**src/rtl/brdg_interrupt_mc.sv**
```systemverilog
// Multi-channel OpenCAPI interrupt bridge: round-robin arbitrates NUM_CH interrupt sources,
// issues one intrp_req at a time to the TLX AP command port and tracks its response,
// including pending/intrp_rdy handshakes and exponential retry backoff.
module brdg_interrupt_mc #(
  parameter int unsigned NUM_CH = 4,
  parameter int unsigned CHW    = 2,
  parameter int unsigned CTXW   = 9
) (
  input  logic                   clk,
  input  logic                   rst_n,
  input  logic [11:0]            cfg_actag_base,
  input  logic [19:0]            cfg_pasid_base,
  input  logic [19:0]            cfg_pasid_mask,
  input  logic [3:0]             backoff_limit,
  input  logic [3:0]             retry_limit,
  input  logic                   interrupt_enable,
  input  logic [NUM_CH-1:0]      interrupt,
  input  logic [NUM_CH*64-1:0]   interrupt_src,
  input  logic [NUM_CH*CTXW-1:0] interrupt_ctx,
  output logic [NUM_CH-1:0]      interrupt_ack,
  output logic [NUM_CH-1:0]      interrupt_fail,
  output logic                   tlx_cmd_valid,
  output logic [67:0]            tlx_cmd_obj,
  output logic [15:0]            tlx_cmd_afutag,
  output logic [7:0]             tlx_cmd_opcode,
  output logic [19:0]            tlx_cmd_pasid,
  output logic [11:0]            tlx_cmd_actag,
  input  logic                   tlx_rsp_valid,
  input  logic [15:0]            tlx_rsp_afutag,
  input  logic [7:0]             tlx_rsp_opcode,
  input  logic [3:0]             tlx_rsp_code
);

  localparam logic [7:0] OpIntrpReq  = 8'h58;
  localparam logic [7:0] OpIntrpResp = 8'h0C;
  localparam logic [7:0] OpIntrpRdy  = 8'h1A;

  typedef enum logic [8:0] {
    StIdle    = 9'h001,
    StArb     = 9'h002,
    StNewInt  = 9'h004,
    StWaitRsp = 9'h008,
    StPending = 9'h010,
    StBackoff = 9'h020,
    StRetry   = 9'h040,
    StAck     = 9'h080,
    StFail    = 9'h100
  } state_e;

  state_e            state_q;
  logic [CHW-1:0]    ptr_q, ch_q;
  logic [63:0]       src_q;
  logic [CTXW-1:0]   ctx_q;
  logic [3:0]        retry_cnt_q;
  logic [23:0]       countdown_q;
  logic [NUM_CH-1:0] ack_q, fail_q;
  logic              cmd_valid_q;
  logic [67:0]       cmd_obj_q;
  logic [15:0]       cmd_afutag_q;
  logic [7:0]        cmd_opcode_q;
  logic [19:0]       cmd_pasid_q;
  logic [11:0]       cmd_actag_q;

  logic              arb_found;
  logic [CHW-1:0]    arb_ch;
  logic [63:0]       arb_src;
  logic [CTXW-1:0]   arb_ctx;
  logic              rsp_hit, int_cur;
  logic              ev_done, ev_retry, ev_pend, ev_rdy, ev_fail;
  logic [3:0]        retry_nxt;
  logic              retry_exhaust;
  logic [4:0]        exp_sum;
  logic [3:0]        exp_sat;
  logic [23:0]       backoff_t;

  // Round-robin scan: channels above the pointer first, then wrap to 0..ptr.
  always_comb begin
    arb_found = 1'b0;
    arb_ch    = '0;
    for (int i = 0; i < NUM_CH; i++) begin
      if (!arb_found && interrupt[i] && (i > int'(ptr_q))) begin
        arb_found = 1'b1;
        arb_ch    = CHW'(i);
      end
    end
    for (int i = 0; i < NUM_CH; i++) begin
      if (!arb_found && interrupt[i] && (i <= int'(ptr_q))) begin
        arb_found = 1'b1;
        arb_ch    = CHW'(i);
      end
    end
  end

  // Select the winning channel's object handle and context.
  always_comb begin
    arb_src = '0;
    arb_ctx = '0;
    for (int i = 0; i < NUM_CH; i++) begin
      if (arb_ch == CHW'(i)) begin
        arb_src = interrupt_src[i*64 +: 64];
        arb_ctx = interrupt_ctx[i*CTXW +: CTXW];
      end
    end
  end

  // Response decode, retry accounting and backoff period.
  always_comb begin
    rsp_hit  = tlx_rsp_valid && (tlx_rsp_afutag == {2'b11, 14'(ch_q)});
    int_cur  = interrupt[ch_q];
    ev_done  = 1'b0;
    ev_retry = 1'b0;
    ev_pend  = 1'b0;
    ev_rdy   = 1'b0;
    ev_fail  = 1'b0;
    if (rsp_hit && (state_q == StWaitRsp) && (tlx_rsp_opcode == OpIntrpResp)) begin
      case (tlx_rsp_code)
        4'h0:    ev_done  = 1'b1;
        4'h2:    ev_retry = 1'b1;
        4'h4:    ev_pend  = 1'b1;
        default: ev_fail  = 1'b1;
      endcase
    end else if (rsp_hit && (state_q == StPending) && (tlx_rsp_opcode == OpIntrpRdy)) begin
      case (tlx_rsp_code)
        4'h0:    ev_rdy   = 1'b1;
        4'h2:    ev_retry = 1'b1;
        default: ev_fail  = 1'b1;
      endcase
    end
    retry_nxt     = retry_cnt_q + 4'd1;
    retry_exhaust = (retry_limit != 4'd0) && (retry_nxt == retry_limit);
    // Exponent uses the count before this retry is added.
    exp_sum       = {1'b0, backoff_limit} + {1'b0, retry_cnt_q};
    exp_sat       = (exp_sum > 5'd15) ? 4'd15 : exp_sum[3:0];
    backoff_t     = 24'd20 << exp_sat;
  end

  // Main FSM with registered command and completion outputs.
  always_ff @(posedge clk or negedge rst_n) begin
    if (!rst_n) begin
      state_q      <= StIdle;
      ptr_q        <= CHW'(NUM_CH - 1);
      ch_q         <= '0;
      src_q        <= '0;
      ctx_q        <= '0;
      retry_cnt_q  <= '0;
      countdown_q  <= '0;
      ack_q        <= '0;
      fail_q       <= '0;
      cmd_valid_q  <= 1'b0;
      cmd_obj_q    <= '0;
      cmd_afutag_q <= '0;
      cmd_opcode_q <= '0;
      cmd_pasid_q  <= '0;
      cmd_actag_q  <= '0;
    end else begin
      cmd_valid_q <= 1'b0;
      unique case (state_q)
        StIdle: if (|interrupt) state_q <= StArb;
        StArb: begin
          if (arb_found) begin
            ch_q        <= arb_ch;
            src_q       <= arb_src;
            ctx_q       <= arb_ctx;
            retry_cnt_q <= '0;
            state_q     <= StNewInt;
          end else begin
            state_q <= StIdle;
          end
        end
        StNewInt: begin
          if (interrupt_enable) begin
            cmd_valid_q  <= 1'b1;
            cmd_obj_q    <= {4'd0, src_q};
            cmd_afutag_q <= {2'b11, 14'(ch_q)};
            cmd_opcode_q <= OpIntrpReq;
            cmd_pasid_q  <= (cfg_pasid_base & cfg_pasid_mask) | (20'(ctx_q) & ~cfg_pasid_mask);
            cmd_actag_q  <= cfg_actag_base + 12'(ctx_q);
            state_q      <= StWaitRsp;
          end
        end
        StWaitRsp, StPending: begin
          if (ev_done) begin
            ack_q[ch_q] <= 1'b1;
            state_q     <= StAck;
          end else if (ev_pend) begin
            state_q <= StPending;
          end else if (ev_rdy) begin
            state_q <= StRetry;
          end else if (ev_retry) begin
            retry_cnt_q <= retry_nxt;
            if (retry_exhaust) begin
              ack_q[ch_q]  <= 1'b1;
              fail_q[ch_q] <= 1'b1;
              state_q      <= StFail;
            end else begin
              countdown_q <= backoff_t;
              state_q     <= StBackoff;
            end
          end else if (ev_fail) begin
            ack_q[ch_q]  <= 1'b1;
            fail_q[ch_q] <= 1'b1;
            state_q      <= StFail;
          end
        end
        StBackoff: begin
          if (countdown_q == 24'd0) state_q <= StRetry;
          else countdown_q <= countdown_q - 24'd1;
        end
        StRetry: state_q <= StNewInt;
        StAck, StFail: begin
          // Completion is held until the source withdraws its request.
          if (!int_cur) begin
            ack_q   <= '0;
            fail_q  <= '0;
            ptr_q   <= ch_q;
            state_q <= StIdle;
          end
        end
        default: state_q <= StIdle;
      endcase
    end
  end

  assign interrupt_ack  = ack_q;
  assign interrupt_fail = fail_q;
  assign tlx_cmd_valid  = cmd_valid_q;
  assign tlx_cmd_obj    = cmd_obj_q;
  assign tlx_cmd_afutag = cmd_afutag_q;
  assign tlx_cmd_opcode = cmd_opcode_q;
  assign tlx_cmd_pasid  = cmd_pasid_q;
  assign tlx_cmd_actag  = cmd_actag_q;

endmodule

```
**config.mk**
```make
export PLATFORM = sky130hd
export DESIGN_NAME = brdg_interrupt_mc
export DESIGN_NICKNAME = d
export VERILOG_FILES = /design/src/rtl/brdg_interrupt_mc.sv
export SDC_FILE = /design/constraint.sdc
export NUM_CORES = 1
export LEC_CHECK = 0
export BUFFER_PORTS_ARGS = -buffer_cell sky130_fd_sc_hd__buf_2
export CAP_MARGIN = 20
export CORE_AREA = 8 8 196 198
export CTS_CLUSTER_DIAMETER = 100
export DETAILED_ROUTE_END_ITERATION = 7
export DIE_AREA = 0 0 204 206
export GPL_ROUTABILITY_DRIVEN = 0
export PLACE_DENSITY_LB_ADDON = 0.25
export SYNTH_ARGS = -nofsm -noshare
export SYNTH_HDL_FRONTEND = slang
export SYNTH_SLANG_ARGS = --single-unit
```
**constraint.sdc**
```tcl
create_clock -name clk -period 3.15 [get_ports clk]
set_input_delay 0.4725 -clock clk [delete_from_list [all_inputs] [get_ports clk]]
set_output_delay 0.4725 -clock clk [all_outputs]
set_load 0.05 [all_outputs]
```
# After elaboration in Yosys (flattened, before gate mapping)
# Cells that the tools add are included.
# classes
n_lt_le_gt_ge	9
n_mux	82
shift	1
n_addsub	4
bitwise	7
eq_ne	36
n_reduce_logical	45
# ops
op	n
64-bit two-way mux	4
24-bit two-way mux	6
9-bit two-way mux	14
4-bit two-way mux	19
9-bit case mux with 7 select lines	1
24-bit case mux with 2 select lines	1
1-bit two-way mux	25
24-bit logical NOT	1
4-bit case mux with 2 select lines	3
5-bit by 4-bit << shifter with 24-bit output, first input constant	1
24-bit by 1-bit subtractor with 24-bit output, second input constant	1
2-bit != test, second input constant	11
20-bit AND	1
9-bit by 20-bit AND with 20-bit output	1
20-bit NOT	1
20-bit bitwise OR	1
1-bit logical AND	19
16-bit == test	1
7-bit AND reduction	2
12-bit by 9-bit adder with 12-bit output	1
2-bit two-way mux	6
3-bit != test, second input constant	4
6-bit AND reduction	2
9-bit by 1-bit == test with 1-bit output, second input constant	1
41 further kinds	57
# totals
register_bits	223
wordCells	199
in_bits	388

# Logic depth before layout (Yosys ltp)
# logic_depth
word_depth	31
mapped_depth	11
ltp_nobuf	9

# Least setup slack after synthesis
# OpenSTA, ideal clock, no wires.
# synth_path
kind	register -> register
startpoint	register state_q[7]
endpoint	register countdown_q[15]
path_stages_with_launch	11
t_arrival_ns	3.019
setup_ns	0.126
required_ns	3.024
slack_ns	0.005
n_path_buf	4
cell_sequence	dfrtp_1 -> or4_1 -> buf_2 -> or4_4 -> buf_6 -> a2111oi_4 -> o21a_1 -> buf_6 -> nor2_2 -> buf_6 -> a221o_1
# synth_via
elab_chain_cells	7
# synth_lines
item	line	text
from (decl)	50	state_e state_q;
from (signal assigned)	140	state_q <= StIdle;
from (signal assigned)	158	StIdle: if (|interrupt) state_q <= StArb;
from (signal assigned)	165	state_q <= StNewInt;
9-bit by 5-bit == test with 1-bit output	122, 157	
1-bit logical AND (2 in a row)	122	end else if (rsp_hit && (state_q == StPending) && (tlx_rsp_opcode == OpIntrpRdy)) begin
1-bit two-way mux	122	
1-bit two-way mux	115	if (rsp_hit && (state_q == StWaitRsp) && (tlx_rsp_opcode == OpIntrpResp)) begin
2-bit != test (no source line)	n/a	
7-bit AND reduction (no source line)	n/a	
to (signal assigned)	196	countdown_q <= backoff_t;
to (signal assigned)	207	else countdown_q <= countdown_q - 24'd1;
to (decl)	55	logic [23:0] countdown_q;
# Parallel ways exist; a longest one is shown, timed or not.
# A chain may end at the register's enable or synchronous reset.

# Final worst setup path
# layout_path
startpoint	register state_q[7]
endpoint	register countdown_q[16]
# The elaborated chain is that of the path after synthesis.

==> flow_summary.ini <==
[layout]
syn2layout_area_growth_pct = 30.61
final_common_cell = buf_2
instances_no_fill = 2420
nFillCells = 3509
nets = 2340
drive_gt1_share_pct = 31.23
layout_common_cells = buf_2, nand2_1, dfrtp_1, nor2_1, and3_1

[synthesis]
netlist_area_um2 = 12510
synthArstFlopShare_pct = 100.0
synth.avg_cell_area_um2 = 8.447
yosysWarnings = 0
synth_seq_cells = 222
yosys.area_share.simple_pct = 24.28
synth.distinct_cells = 73
synth_edf_count = 0
synth_compound_area_share_pct = 20.54
synth_cells = 1481
ys_seq_area_share_pct = 44.44
synth_xor_area_share_pct = 1.750
synthFlopType = dfrtp_1
synthMuxAreaShare_pct = 1.680
synth_fa_ha_area_share_pct = 1.820
synth_top_family_by_area = simple AND/OR/NAND/NOR gates

[clocking]
cts_buffers = 25
cts-root-buf = clkbuf_16
cts.repair.resized = 0
ctsLongestPathBuffers = 3
cts_max_level = 1
clock_latency_ps = 520
cts_sinks = 222
clk_pin_slew_ps = 60
post-cts-setup-buffers = 0
postCtsHoldBufs = 0
cts_tree = built

[route]
dr.pass1.iters = 5
via_per_inst = 5.349
routed_wl_um = 49130
first_iter_violations = 919
drc = 0
wl_per_cell_um = 20.30
num_vias = 12950
ant_nets = 0

[critical_path]
endpoint_kind = register
required_ps = 3550
path_cells = or4b_2 > or4_1 > a2111oi_4 > o21a_1 > buf_4 > o21ai_0 > o2bb2ai_1
r2r-end = countdown_q[16]
crit_type = reg2reg
cp.arrival_ps = 3390
slowest_stage = or4b_2
slowest_delay_ps = 690
ff2ff_setup_slack_ps = 150
cp-start-kind = register
reg2reg_from = state_q[7]
worstPathMaxFanout = 18
rr_worst_depth = 7

[grt]
grt_antenna_before_repair = 12
grt_pass1_vias = 12810
grt_max_degree = 93
grt_usage_pct = 21.90
globalRouteOverflowTotal = 0
grt_pass1_wl_um = 73860

[floorplan]
rows = 69
ios = 521
dieArea_um2 = 42020
core-area_um2 = 35220
die_w_um = 204
die_h_um = 206
start_util_pct = 35.51

[power_and_ir_drop]
irDropWorstVdd_mv = 0.6519
p_per_area_nw_per_um2 = 822.5
leakage_nw = 8.075

[sta]
setup_violations = 0
period_needed_ps = 2999
max_freq_ghz = 0.3335
grt_setup_unrepaired = false
fin_hold_ws_ps = -4.909
worst_pin_slew_ps = 838.9
setup_tns_ps = 0
finalMaxSlewViolations = 0
fin_crit_sh_pct = 95.20
max_slew_margin_pct = 44.07
hold_viol = 2
finalClockSkew_ps = 15.27

[place]
port_buffers = 499
dp_cells = 2369
hpwl_um = 38090

[outcome]
violations = negative hold slack
status = finished with violations

[job]
drv_cap = 0

[min_path]
hold_class = in2async
==> Yosys cell counts, types with 11 or more instances <==
| cell | count | area share [%] |
|---|---|---|
| a21oi_1 | 27 | 1.1 |
| mux2i_1 | 12 | 0.96 |
| nor4_1 | 18 | 0.90 |
| inv_1 | 14 | 0.42 |
| nor3_1 | 23 | 0.92 |
| dfrtp_1 | 219 | 44 |
| nand2_1 | 354 | 11 |
| o21a_1 | 75 | 4.5 |
| nand3_1 | 15 | 0.60 |
| clkbuf_1 | 100 | 3.0 |
| xor2_1 | 14 | 0.98 |
| o21ai_0 | 58 | 2.3 |
| and3_1 | 78 | 3.9 |
| nor2_1 | 101 | 3.0 |
| o22ai_1 | 77 | 3.9 |
| a31oi_1 | 76 | 3.8 |
| xnor2_1 | 11 | 0.77 |
| buf_4 | 25 | 1.5 |
| ha_1 | 15 | 1.5 |
==> power breakdown <==
| group | internal [mW] | total, mW | switching (mW) |
|---|---|---|---|
| Clock | 1.73 | 2.91 | 1.18 |
| Sequential | 3.95 | 4.67 | 0.711 |
| Combinational | 1.66 | 5.86 | 4.20 |
==> final cells by class <==
class | instances | area, µm² | share of cell area, %
multi-input combinational | 1129 | 6404 | 39.19
sequential | 222 | 5559 | 34.03
timing repair buffer | 542 | 2905 | 17.78
clock buffer | 40 | 762.0 | 4.664
tap | 461 | 576.8 | 3.530
clock inverter | 5 | 60.06 | 0.3676
inverter | 15 | 56.30 | 0.3446
antenna | 6 | 15.01 | 0.09190
==> cells by family after synthesis <==
family,count (synthesis)
AOI/OAI and AO/OA,387
xor gates and xnor gates,25
adders and majority gates,17
buffers and inverters,150
DFF,222
muxes,19
other,1
and+or+nand+nor,660
==> worst max-delay path by stage <==
stage                            to  slack [ps]  startpoint
floorplan           countdown_q[15]           5  state_q[7]
global placement     countdown_q[2]         230  state_q[7]
detailed placement  countdown_q[16]         190  state_q[7]
CTS                 countdown_q[16]         170  state_q[7]
global route        countdown_q[16]          20  state_q[7]
finish              countdown_q[16]         150  state_q[7]
==> worst max-delay path, delay by kind of cell (launching register included) <==
family | cells | cell delay (ps)
buffers and inverters | 1 | 250
DFF | 1 | 450
and+or+nand+nor | 2 | 1290
AOI/OAI and AO/OA | 4 | 880
==> through the flow <==
step | setup WS, ps | power (mW) | util (%) | hold slack [ps] | instance area [µm²]
2_1_floorplan | 4.580 | 8.767 | - | 176.9 | 12580
3_3_place_gp | 225.9 | 10.54 | 44.01 | 446.9 | 15500
3_5_place_dp | 191.6 | 10.63 | 44.01 | 450.5 | 15500
4_1_cts | 171.2 | 13.60 | 46.34 | 8.672 | 16320
5_1_grt | 16.24 | 14.25 | 46.38 | 31.13 | 16340
6_report | 151.2 | 13.44 | 46.38 | -4.909 | 16340
==> state kept, by name, summed over array words and instances, names as in the netlist <==
name,count
src_q,64
tlx_cmd_actag,12
interrupt_fail,4
retry_cnt_q,4
ch_q,2
interrupt_ack,4
tlx_cmd_pasid,20
tlx_cmd_afutag,2
tlx_cmd_valid,1
state_q,9
countdown_q,24
tlx_cmd_obj,64
tlx_cmd_opcode,1
ptr_q,2
ctx_q,9
==> per-layer routing <==
layer,track usage [%],wire (µm),vias up,part of all wire (%)
li1,-,-,6166,-
met1,27.63,19710,6167,40
met2,37.51,24570,536,50
met3,4.812,3699,70,7.5
met4,5.837,1105,6,2.2
met5,0,44,-,0.090
No activity file was read; power rests on OpenSTA's default activity.
